### config.mk
export PLATFORM = sky130hd
export DESIGN_NAME = ysyx_25060170_lsu
export DESIGN_NICKNAME = d
export VERILOG_FILES = /design/src/rtl/ysyx_25060170_lsu_pkg.sv /design/src/rtl/ysyx_25060170_lsu_align.sv /design/src/rtl/ysyx_25060170_lsu.sv
export SDC_FILE = /design/constraint.sdc
export NUM_CORES = 1
export LEC_CHECK = 0
export ABC_AREA = 1
export CORE_MARGIN = 2
export CORE_UTILIZATION = 48
export DETAILED_ROUTE_END_ITERATION = 6
export PLACE_DENSITY_LB_ADDON = 0.08
export SLEW_MARGIN = 5
export SYNTH_ARGS = -nofsm -noshare
export SYNTH_HDL_FRONTEND = slang
export SYNTH_SLANG_ARGS = --single-unit
### constraint.sdc
create_clock -name clk -period 4.6 [get_ports clk]
set_input_delay 0.92 -clock clk [delete_from_list [all_inputs] [get_ports clk]]
set_output_delay 0.92 -clock clk [all_outputs]
set_load 0.02 [all_outputs]
### src/rtl/ysyx_25060170_lsu_pkg.sv
// ysyx_25060170 LSU shared definitions.
// FSM state encoding and access size codes.
package ysyx_25060170_lsu_pkg;

    typedef enum logic [1:0] {
        S_IDLE = 2'd0,
        S_REQ  = 2'd1,
        S_WAIT = 2'd2,
        S_DONE = 2'd3
    } state_t;

    localparam logic [1:0] SZ_B = 2'd0;
    localparam logic [1:0] SZ_H = 2'd1;
    localparam logic [1:0] SZ_W = 2'd2;

endpackage

### src/rtl/ysyx_25060170_lsu_align.sv
// ysyx_25060170 LSU lane logic: store strobes/replication, load shift/extend.
// Misalignment detection only when YSYX_25060170_LSU_MISALIGN_EN is defined.
module ysyx_25060170_lsu_align
    import ysyx_25060170_lsu_pkg::*;
(
    input  logic [1:0]  i_addr_lo,
    input  logic [1:0]  i_size,
    input  logic        i_sign,
    input  logic [31:0] i_wdata,
    input  logic [31:0] i_rdata,
    input  logic [1:0]  i_chk_addr_lo,
    input  logic [1:0]  i_chk_size,
    output logic [3:0]  o_wmask,
    output logic [31:0] o_wdata,
    output logic [31:0] o_rdata,
    output logic        o_misalign
);

    logic [4:0]  w_shamt;
    logic [31:0] w_sh;

    // Half accesses select their lane pair with addr[1] only.
    always_comb begin
        w_shamt = 5'd0;
        o_wmask = 4'b1111;
        o_wdata = i_wdata;
        case (i_size)
            SZ_B: begin
                w_shamt = {i_addr_lo, 3'b000};
                o_wmask = 4'b0001 << i_addr_lo;
                o_wdata = {4{i_wdata[7:0]}};
            end
            SZ_H: begin
                w_shamt = {i_addr_lo[1], 4'b0000};
                o_wmask = i_addr_lo[1] ? 4'b1100 : 4'b0011;
                o_wdata = {2{i_wdata[15:0]}};
            end
            default: ;
        endcase
    end

    assign w_sh = i_rdata >> w_shamt;

    always_comb begin
        o_rdata = w_sh;
        case (i_size)
            SZ_B: o_rdata = {{24{i_sign & w_sh[7]}}, w_sh[7:0]};
            SZ_H: o_rdata = {{16{i_sign & w_sh[15]}}, w_sh[15:0]};
            default: ;
        endcase
    end

`ifdef YSYX_25060170_LSU_MISALIGN_EN
    always_comb begin
        o_misalign = 1'b0;
        case (i_chk_size)
            SZ_B:    o_misalign = 1'b0;
            SZ_H:    o_misalign = i_chk_addr_lo[0];
            default: o_misalign = |i_chk_addr_lo;
        endcase
    end
`else
    logic w_unused;
    assign w_unused   = ^{i_chk_addr_lo, i_chk_size};
    assign o_misalign = 1'b0;
`endif

endmodule

### src/rtl/ysyx_25060170_lsu.sv
// ysyx_25060170 multi-cycle load/store unit between EXU and WBU.
// Optional misalignment trap: YSYX_25060170_LSU_MISALIGN_EN.
module ysyx_25060170_lsu
    import ysyx_25060170_lsu_pkg::*;
#(
    parameter int ADDR_W = 32,
    parameter int DATA_W = 32
) (
    input  logic              clk,
    input  logic              rst,
    input  logic              req_valid,
    output logic              req_ready,
    input  logic [ADDR_W-1:0] req_addr,
    input  logic [DATA_W-1:0] req_wdata,
    input  logic              req_wen,
    input  logic [1:0]        req_size,
    input  logic              req_sign,
    input  logic [4:0]        req_rd,
    output logic              mem_req_valid,
    input  logic              mem_req_ready,
    output logic [ADDR_W-1:0] mem_addr,
    output logic              mem_wen,
    output logic [DATA_W-1:0] mem_wdata,
    output logic [3:0]        mem_wmask,
    input  logic              mem_rsp_valid,
    input  logic [DATA_W-1:0] mem_rdata,
    input  logic              mem_rsp_err,
    output logic              out_valid,
    input  logic              out_ready,
    output logic [DATA_W-1:0] out_rdata,
    output logic [4:0]        out_rd,
    output logic              out_is_load,
    output logic              out_err
);

    state_t            r_state;
    state_t            w_next;
    logic [ADDR_W-1:0] r_addr;
    logic [DATA_W-1:0] r_wdata;
    logic              r_wen;
    logic [1:0]        r_size;
    logic              r_sign;
    logic [4:0]        r_rd;
    logic [DATA_W-1:0] r_rdata;
    logic              r_err;

    logic [3:0]        w_wmask;
    logic [DATA_W-1:0] w_wdata;
    logic [DATA_W-1:0] w_ldata;
    logic              w_misalign;
    logic              w_req;
    logic              w_done;

    ysyx_25060170_lsu_align u_align (
        .i_addr_lo     (r_addr[1:0]),
        .i_size        (r_size),
        .i_sign        (r_sign),
        .i_wdata       (r_wdata),
        .i_rdata       (mem_rdata),
        .i_chk_addr_lo (req_addr[1:0]),
        .i_chk_size    (req_size),
        .o_wmask       (w_wmask),
        .o_wdata       (w_wdata),
        .o_rdata       (w_ldata),
        .o_misalign    (w_misalign)
    );

    always_ff @(posedge clk or negedge rst) begin
        if (!rst) r_state <= S_IDLE;
        else      r_state <= w_next;
    end

    always_comb begin
        w_next = r_state;
        case (r_state)
            S_IDLE: if (req_valid)     w_next = w_misalign ? S_DONE : S_REQ;
            S_REQ:  if (mem_req_ready) w_next = S_WAIT;
            S_WAIT: if (mem_rsp_valid) w_next = S_DONE;
            S_DONE: if (out_ready)     w_next = S_IDLE;
            default:                   w_next = S_IDLE;
        endcase
    end

    always_ff @(posedge clk or negedge rst) begin
        if (!rst) begin
            r_addr  <= '0;
            r_wdata <= '0;
            r_wen   <= 1'b0;
            r_size  <= 2'd0;
            r_sign  <= 1'b0;
            r_rd    <= 5'd0;
            r_rdata <= '0;
            r_err   <= 1'b0;
        end else begin
            case (r_state)
                S_IDLE: if (req_valid) begin
                    r_addr  <= req_addr;
                    r_wdata <= req_wdata;
                    r_wen   <= req_wen;
                    r_size  <= req_size;
                    r_sign  <= req_sign;
                    r_rd    <= req_rd;
                    r_rdata <= '0;
                    r_err   <= w_misalign;
                end
                // Stores and faulted loads report zero data.
                S_WAIT: if (mem_rsp_valid) begin
                    r_err   <= mem_rsp_err;
                    r_rdata <= (mem_rsp_err || r_wen) ? '0 : w_ldata;
                end
                default: ;
            endcase
        end
    end

    assign w_req  = (r_state == S_REQ);
    assign w_done = (r_state == S_DONE);

    assign req_ready     = (r_state == S_IDLE);
    assign mem_req_valid = w_req;
    assign mem_addr      = w_req ? {r_addr[ADDR_W-1:2], 2'b00} : '0;
    assign mem_wen       = w_req & r_wen;
    assign mem_wdata     = (w_req && r_wen) ? w_wdata : '0;
    assign mem_wmask     = (w_req && r_wen) ? w_wmask : 4'b0000;

    assign out_valid   = w_done;
    assign out_rdata   = w_done ? r_rdata : '0;
    assign out_rd      = w_done ? r_rd : 5'd0;
    assign out_is_load = w_done & ~r_wen;
    assign out_err     = w_done & r_err;

endmodule

==> impl_metrics.ini, run 1 <==
[outcome]
status = complete, but fails checks
violated_checks = design-rule violations

[timing]
whs_ns = 0.486
worst_slew_pin_slew_ns = 1.03
finalClockSkew_ns = 0.0103
max-slew-margin-rel_pct = 31.4
finalSetupTns_ns = 0
post-route-period-util_pct = 84.8
timing.final.hold_violations = 0
drv_slew = 0
finalSetupViolations = 0
grt_setup_unrepaired = no
timing.fmax_mhz = 256
final_period_minus_worst_setup_slack_ns = 3.90

[yosys]
synth_adder_area_share_pct = 0.875
yosys_register_bits = 108
synth.yosys.seq_area_share_pct = 47.3
post_synth.cell_area_avg_um2 = 8.07
synthXorXnorAreaFrac_pct = 0
muxShareOfSynthArea_pct = 12.0
syn_inst = 709
ys_warn_count = 0
ys_types = 24
synth-simple-area-share_pct = 21.0
dominant_combinational_cell_family_by_area_after_synthesis = simple AND/OR/NAND/NOR gates
syn-cell-area_mm2 = 0.00572
synth_compound_area_share_pct = 8.12

[detailed_routing]
remaining_drc_errors = 10
ant_nets = 0
drt_wl_total_um = 16100
via_count = 5411
dr.first_iter.drc_count = 319
drt-pass1-iter-count = 7
post_drt_via_cell_ratio = 5.13
wl_per_cell_um = 15.2

[critical_path]
worst_path_max_delay_cell = clkdlybuf4s50_1
endpoint = mem_wdata[10]
rr_endpoint = r_rdata[26]
path_cells = inv_1 -> ha_1 -> nand2_1 -> inv_1 -> o21ai_0 -> nor2_1 -> clkdlybuf4s50_1
startpoint = r_state[1]
timing.critical_path.from_type = flip-flop
cpPeakStageDelay_ns = 0.64
setup.reg_to_reg.worst_slack_ns = 1.65
critical_path.max_fanout = 17
depth_of_the_most_critical_reg_to_reg_path = 11
r2r_start = r_state[0]
critical_path_cell_count = 7
worstPathRequired_ns = 3.68
critPathBufInv = 3
timing.critical_path.max_delay_family = buffers and inverters
cp_data_arrival_time_ns = 2.98
critical_path_class = reg -> out
crit_path_end_kind = output port
path_common_cell = inv_1

[run]
cap_violations = 0

[clocking]
numCtsBuffers = 9
ctsHtreeMaxLevel = 3
clock_sinks = 108
clock_tree_from_tritoncts = yes
clkLatencyLatePin_ns = 0.35
clk_path_buf_depth = 2
cts_resized = 0
post_cts.repair.setup_buffers = 0
cts-root-buf = clkbuf_16
clk_pin_slew_worst_paths_ns = 0.07
post_cts_hold_buffer_count = 0

[die]
die_h_um = 113
io-pin-count = 223
floorplan.die_area_mm2 = 0.0128
dieWidth_um = 113
rows = 39
start_util_pct = 49.7
core_region_area_mm2 = 0.0115

[power]
p_leak_uw = 0.00427
power-per-cell-area_mw_per_mm2 = 582
worst_ir_drop_vdd_v = 0.000459

[layout]
finalNetCount = 1023
finish.utilization_pct = 71.4
final_cell_count_no_fill = 1055
mostFrequentLayoutCell = clkdlybuf4s50_1
area.growth.synth_to_final_pct = 43.8
antenna_cells = 0
drive_gt1_share_pct = 10.3
most-common-layout-cells = clkdlybuf4s50_1 (219), nand2_1 (196), inv_1 (111), dfrtp_1 (108), nor2_1 (69)

[placed_design]
globalplace.congestion = 0.887
port_buffers = 220
dpl.cell_count = 1039
hpwlAfterDp_um = 11800

[grt]
grt_max_degree = 86
sum_of_overflow_across_all_layers_after_global_routing = 0
grt_pass1_wl_um = 26000
antenna_found_initial = 0
grt_pass1_vias = 5400
global_route.usage.total_pct = 25.3

[worst_hold_path]
holdPathStages = 2
min-delay-path-class = reg -> reg
[power by group]
group	internal (uW)	leakage [uW]	switching, uW
Clock	370	0.000140	356
Combinational	1060	0.00281	1360
Sequential	1380	0.00133	266
[layer usage]
| layer | global-route usage, % | routed length [um] | share of wire [%] | up-vias |
|---|---|---|---|---|
| met4 | 7.40 | 346 | 2.2 | 0 |
| met3 | 7.61 | 1370 | 8.5 | 27 |
| met1 | 30.7 | 6250 | 39 | 2573 |
| met2 | 43.7 | 8110 | 50 | 230 |
| li1 | - | - | - | 2581 |
| met5 | 0 | 0 | 0 | - |
[cells in the mapped netlist]
library cell	number	area, um^2
o22ai_1	9	56.3
a21oi_1	25	125
nand3_1	17	85.1
o21ai_0	49	245
buf_4	3	22.5
nor3_1	4	20.0
conb_1	1	3.75
buf_2	10	50.1
ha_1	4	50.1
buf_6	3	33.8
nor2_1	69	259
nand3_4	2	35.0
nand2_2	2	12.5
inv_2	2	7.51
mux2_2	61	687
nor2_4	1	11.3
dfrtp_1	108	2700
clkbuf_1	18	67.6
nor2_2	1	6.26
inv_1	111	417
o211ai_1	5	37.5
nand3_2	3	30.0
buf_1	4	15.0
nand2_1	197	739
[layout make-up]
| type | instances | area, um^2 |
|---|---|---|
| inverters | 113 | 424 |
| flip-flops and latches | 108 | 2700 |
| multi-input cells | 451 | 2410 |
| clock inverters | 7 | 50.0 |
| clock buffers | 9 | 225 |
| repair buffers | 224 | 2230 |
| well taps | 143 | 179 |
| fillers | 943 | 3290 |
[cell families (layout without fill, tap and decap cells)]
kind of cell | Yosys count | after routing
AOI/OAI and AO/OA | 88 | 88
buffers and inverters | 151 | 353
adders and majority gates | 4 | 4
and+or+nand+nor | 296 | 296
muxes | 61 | 61
other | 1 | 2
DFF | 108 | 108
[worst min path at each step]
stage | start | to | slack [ns]
floorplan | r_err | r_err | 0.44
global placement | r_err | r_err | 0.46
detailed placement | r_rdata[20] | r_rdata[20] | 0.47
CTS | r_rdata[20] | r_rdata[20] | 0.48
global route | r_rdata[20] | r_rdata[20] | 0.49
finish | r_rdata[12] | r_rdata[12] | 0.49
[sequential cells by signal (all words and copies together) (netlist names)]
register	flops
r_addr	32
r_err	1
r_rd	5
r_rdata	32
r_sign	1
r_size	2
r_state	2
r_wdata	32
r_wen	1
[through the flow]
stage	worst slack (ns)	cell area [um^2]	total power, uW
floorplan	1.73	5720	3160
global placement	1.11	7950	4000
detailed placement	0.999	7950	4070
CTS	0.676	8230	4820
global route	0.477	8230	5120
finish	0.699	8230	4790
[worst register-to-register path, delay by kind of cell (launching register included)]
kind | cells | cell delay, ns
compound gates | 1 | 0.11
fa+ha+maj | 1 | 0.29
buf+inv | 3 | 0.50
simple gates | 6 | 1.60
flops | 1 | 0.38
(Power assumes the default switching activity.)
==> run 2, diff against run 1 <==
--- a/config.mk
+++ b/config.mk
@@ -7,7 +7,7 @@
 export LEC_CHECK = 0
 export ABC_AREA = 1
 export CORE_MARGIN = 2
-export CORE_UTILIZATION = 48
+export CORE_UTILIZATION = 40
 export DETAILED_ROUTE_END_ITERATION = 6
 export PLACE_DENSITY_LB_ADDON = 0.08
 export SLEW_MARGIN = 5
==> constraint.sdc (replaced) <==
create_clock -name clk -period 3.2 [get_ports clk]
set_input_delay 0.64 -clock clk [delete_from_list [all_inputs] [get_ports clk]]
set_output_delay 0.64 -clock clk [all_outputs]
set_load 0.02 [all_outputs]
==> run 2 against run 1 <==
Compared with the run above:
- the run now ends clean
- power is 48% higher
- critical path depth did not move
- combinational power grew 47%
- count of clock-buffer cells in the layout rose by 2
- die area rose by 19%
- register-to-register slack got worse by 0.57 ns
- final cell count up 4.2%
- highest routed layer unchanged
==> impl_metrics.ini, run 2 (synthesis gave the netlist of run 1 again) <==
[outcome]
status = completed

[power]
power_uw = 7100
p_leak_uw = 0.00432
power-per-cell-area_mw_per_mm2 = 847
worst_ir_drop_vdd_v = 0.000385

[clocking]
post_cts_hold_buffer_count = 0
clk_path_buf_depth = 2
clk_pin_slew_worst_paths_ns = 0.07
ctsHtreeMaxLevel = 3
clock_sinks = 108
clock_tree_from_tritoncts = yes
numCtsBuffers = 9
cts-root-buf = clkbuf_16
clkLatencyLatePin_ns = 0.34

[timing]
max-slew-margin-rel_pct = 36.9
timing.final.hold_violations = 0
final_period_minus_worst_setup_slack_ns = 3.03
post-route-period-util_pct = 94.6
finalClockSkew_ns = 0.00471
worst_slew_pin_slew_ns = 0.946
timing.fmax_mhz = 330
finalSetupTns_ns = 0
drv_slew = 0
grt_setup_unrepaired = no
finalSetupViolations = 0

[detailed_routing]
drt-pass1-iter-count = 5
drt_wl_total_um = 16500
remaining_drc_errors = 0
wl_per_cell_um = 15.1
via_count = 5335
ant_nets = 0
post_drt_via_cell_ratio = 4.85
dr.first_iter.drc_count = 288

[layout]
most-common-layout-cells = clkdlybuf4s50_1 (219), nand2_1 (196), inv_1 (110), dfrtp_1 (108), nor2_1 (69)
finish.utilization_pct = 60.2
drive_gt1_share_pct = 11.0
area.growth.synth_to_final_pct = 46.7
layout.cell_area.non_filler_mm2 = 0.00839
antenna_cells = 0
largest_registers = r_addr: 32 flops, r_rdata: 32 flops, r_wdata: 32 flops
finalNetCount = 1031
mostFrequentLayoutCell = clkdlybuf4s50_1

[worst_hold_path]
min-delay-path-class = in -> async

[die]
io-pin-count = 223
core_region_area_mm2 = 0.0139
rows = 43
dieWidth_um = 124
floorplan.die_area_mm2 = 0.0153
die_h_um = 124
start_util_pct = 41.0

[critical_path]
worstPathRequired_ns = 2.56
path_cells = inv_1 -> ha_1 -> nand2_1 -> clkinvlp_4 -> o21ai_0 -> nor2_1 -> clkdlybuf4s50_1
crit_path_end_kind = output port
cp_data_arrival_time_ns = 2.39
cpPeakStageDelay_ns = 0.62
timing.critical_path.from_type = flip-flop
worst_path_max_delay_cell = clkdlybuf4s50_1
depth_of_the_most_critical_reg_to_reg_path = 8
critical_path.max_fanout = 17
r2r_start = r_size[1]
rr_endpoint = r_rdata[18]
critical_path_class = reg -> out
setup.reg_to_reg.worst_slack_ns = 1.08

[grt]
antenna_found_initial = 0
global_route.usage.total_pct = 21.7
grt_max_degree = 75
sum_of_overflow_across_all_layers_after_global_routing = 0
grt_pass1_vias = 5285
grt_pass1_wl_um = 25800

[run]
cap_violations = 0

[placed_design]
placed_area_mm2 = 0.00807
hpwlAfterDp_um = 12100
port_buffers = 220
globalplace.congestion = 0.910
[run 2: critical path: cells and delay by family, from the launching register on]
family                   cells  cell delay, ns
flip-flops                   1            0.40
AO/OA/AOI/OAI                1            0.18
adder cells (fa/ha/maj)      1            0.19
AND/OR/NAND/NOR              2            0.29
buffers and inverters        3            0.98
[run 2: timing repair]
item | 4_1_cts | 5_1_grt
setup buffers | 0 | 0
resized for setup | 1 | 0
setup endpoints to repair | 2 | 0
[run 2: worst max path at each step]
stage / startpoint / endpoint / slack [ns] / depth (start not counted)
after floorplan: r_state[1] / mem_wmask[3] / 0.61 / 7
after global placement: r_state[1] / mem_wdata[29] / 0.47 / 7
after CTS: r_state[1] / mem_wdata[29] / 0.15 / 7
final: r_state[1] / mem_wdata[29] / 0.17 / 7
after global routing: r_state[1] / mem_wdata[29] / 0.02 / 7
after detailed placement: r_state[1] / mem_wdata[29] / 0.36 / 7
[run 2: report_power, final]
part	leakage (uW)	switching, uW	internal [uW]
clock	0.000156	488	704
combinational	0.00284	1980	1570
sequential	0.00133	380	1980
[run 2: area by class of cell]
cell class              instances  area (um^2)
well taps                     180          225
clock buffers                  11          243
multi-input cells             451         2410
fillers                      1301         5550
flip-flops and latches        108         2700
inverters                     113          428
repair buffers                232         2300
clock inverters                 4         73.8
[run 2: metrics by stage]
step | instances | hold slack, ns | worst slack (ns)
after floorplan | 710 | 0.344 | 0.606
after detailed placement | 1084 | 0.463 | 0.361
after global placement | 1084 | 0.459 | 0.468
after global routing | 1099 | 0.359 | 0.0179
after CTS | 1099 | 0.323 | 0.150
final | 1099 | 0.301 | 0.173
[run 2: per-layer routing]
layer  track usage [%]  part of all wire (%)  wire [um]  vias up
met1              27.8                    43       7070     2522
met2              36.3                    48       7970      197
met4              6.46                   1.4        237        0
met3              5.54                   7.7       1270       19
met5                 0                     0          0        -
li1                  -                     -          -     2597
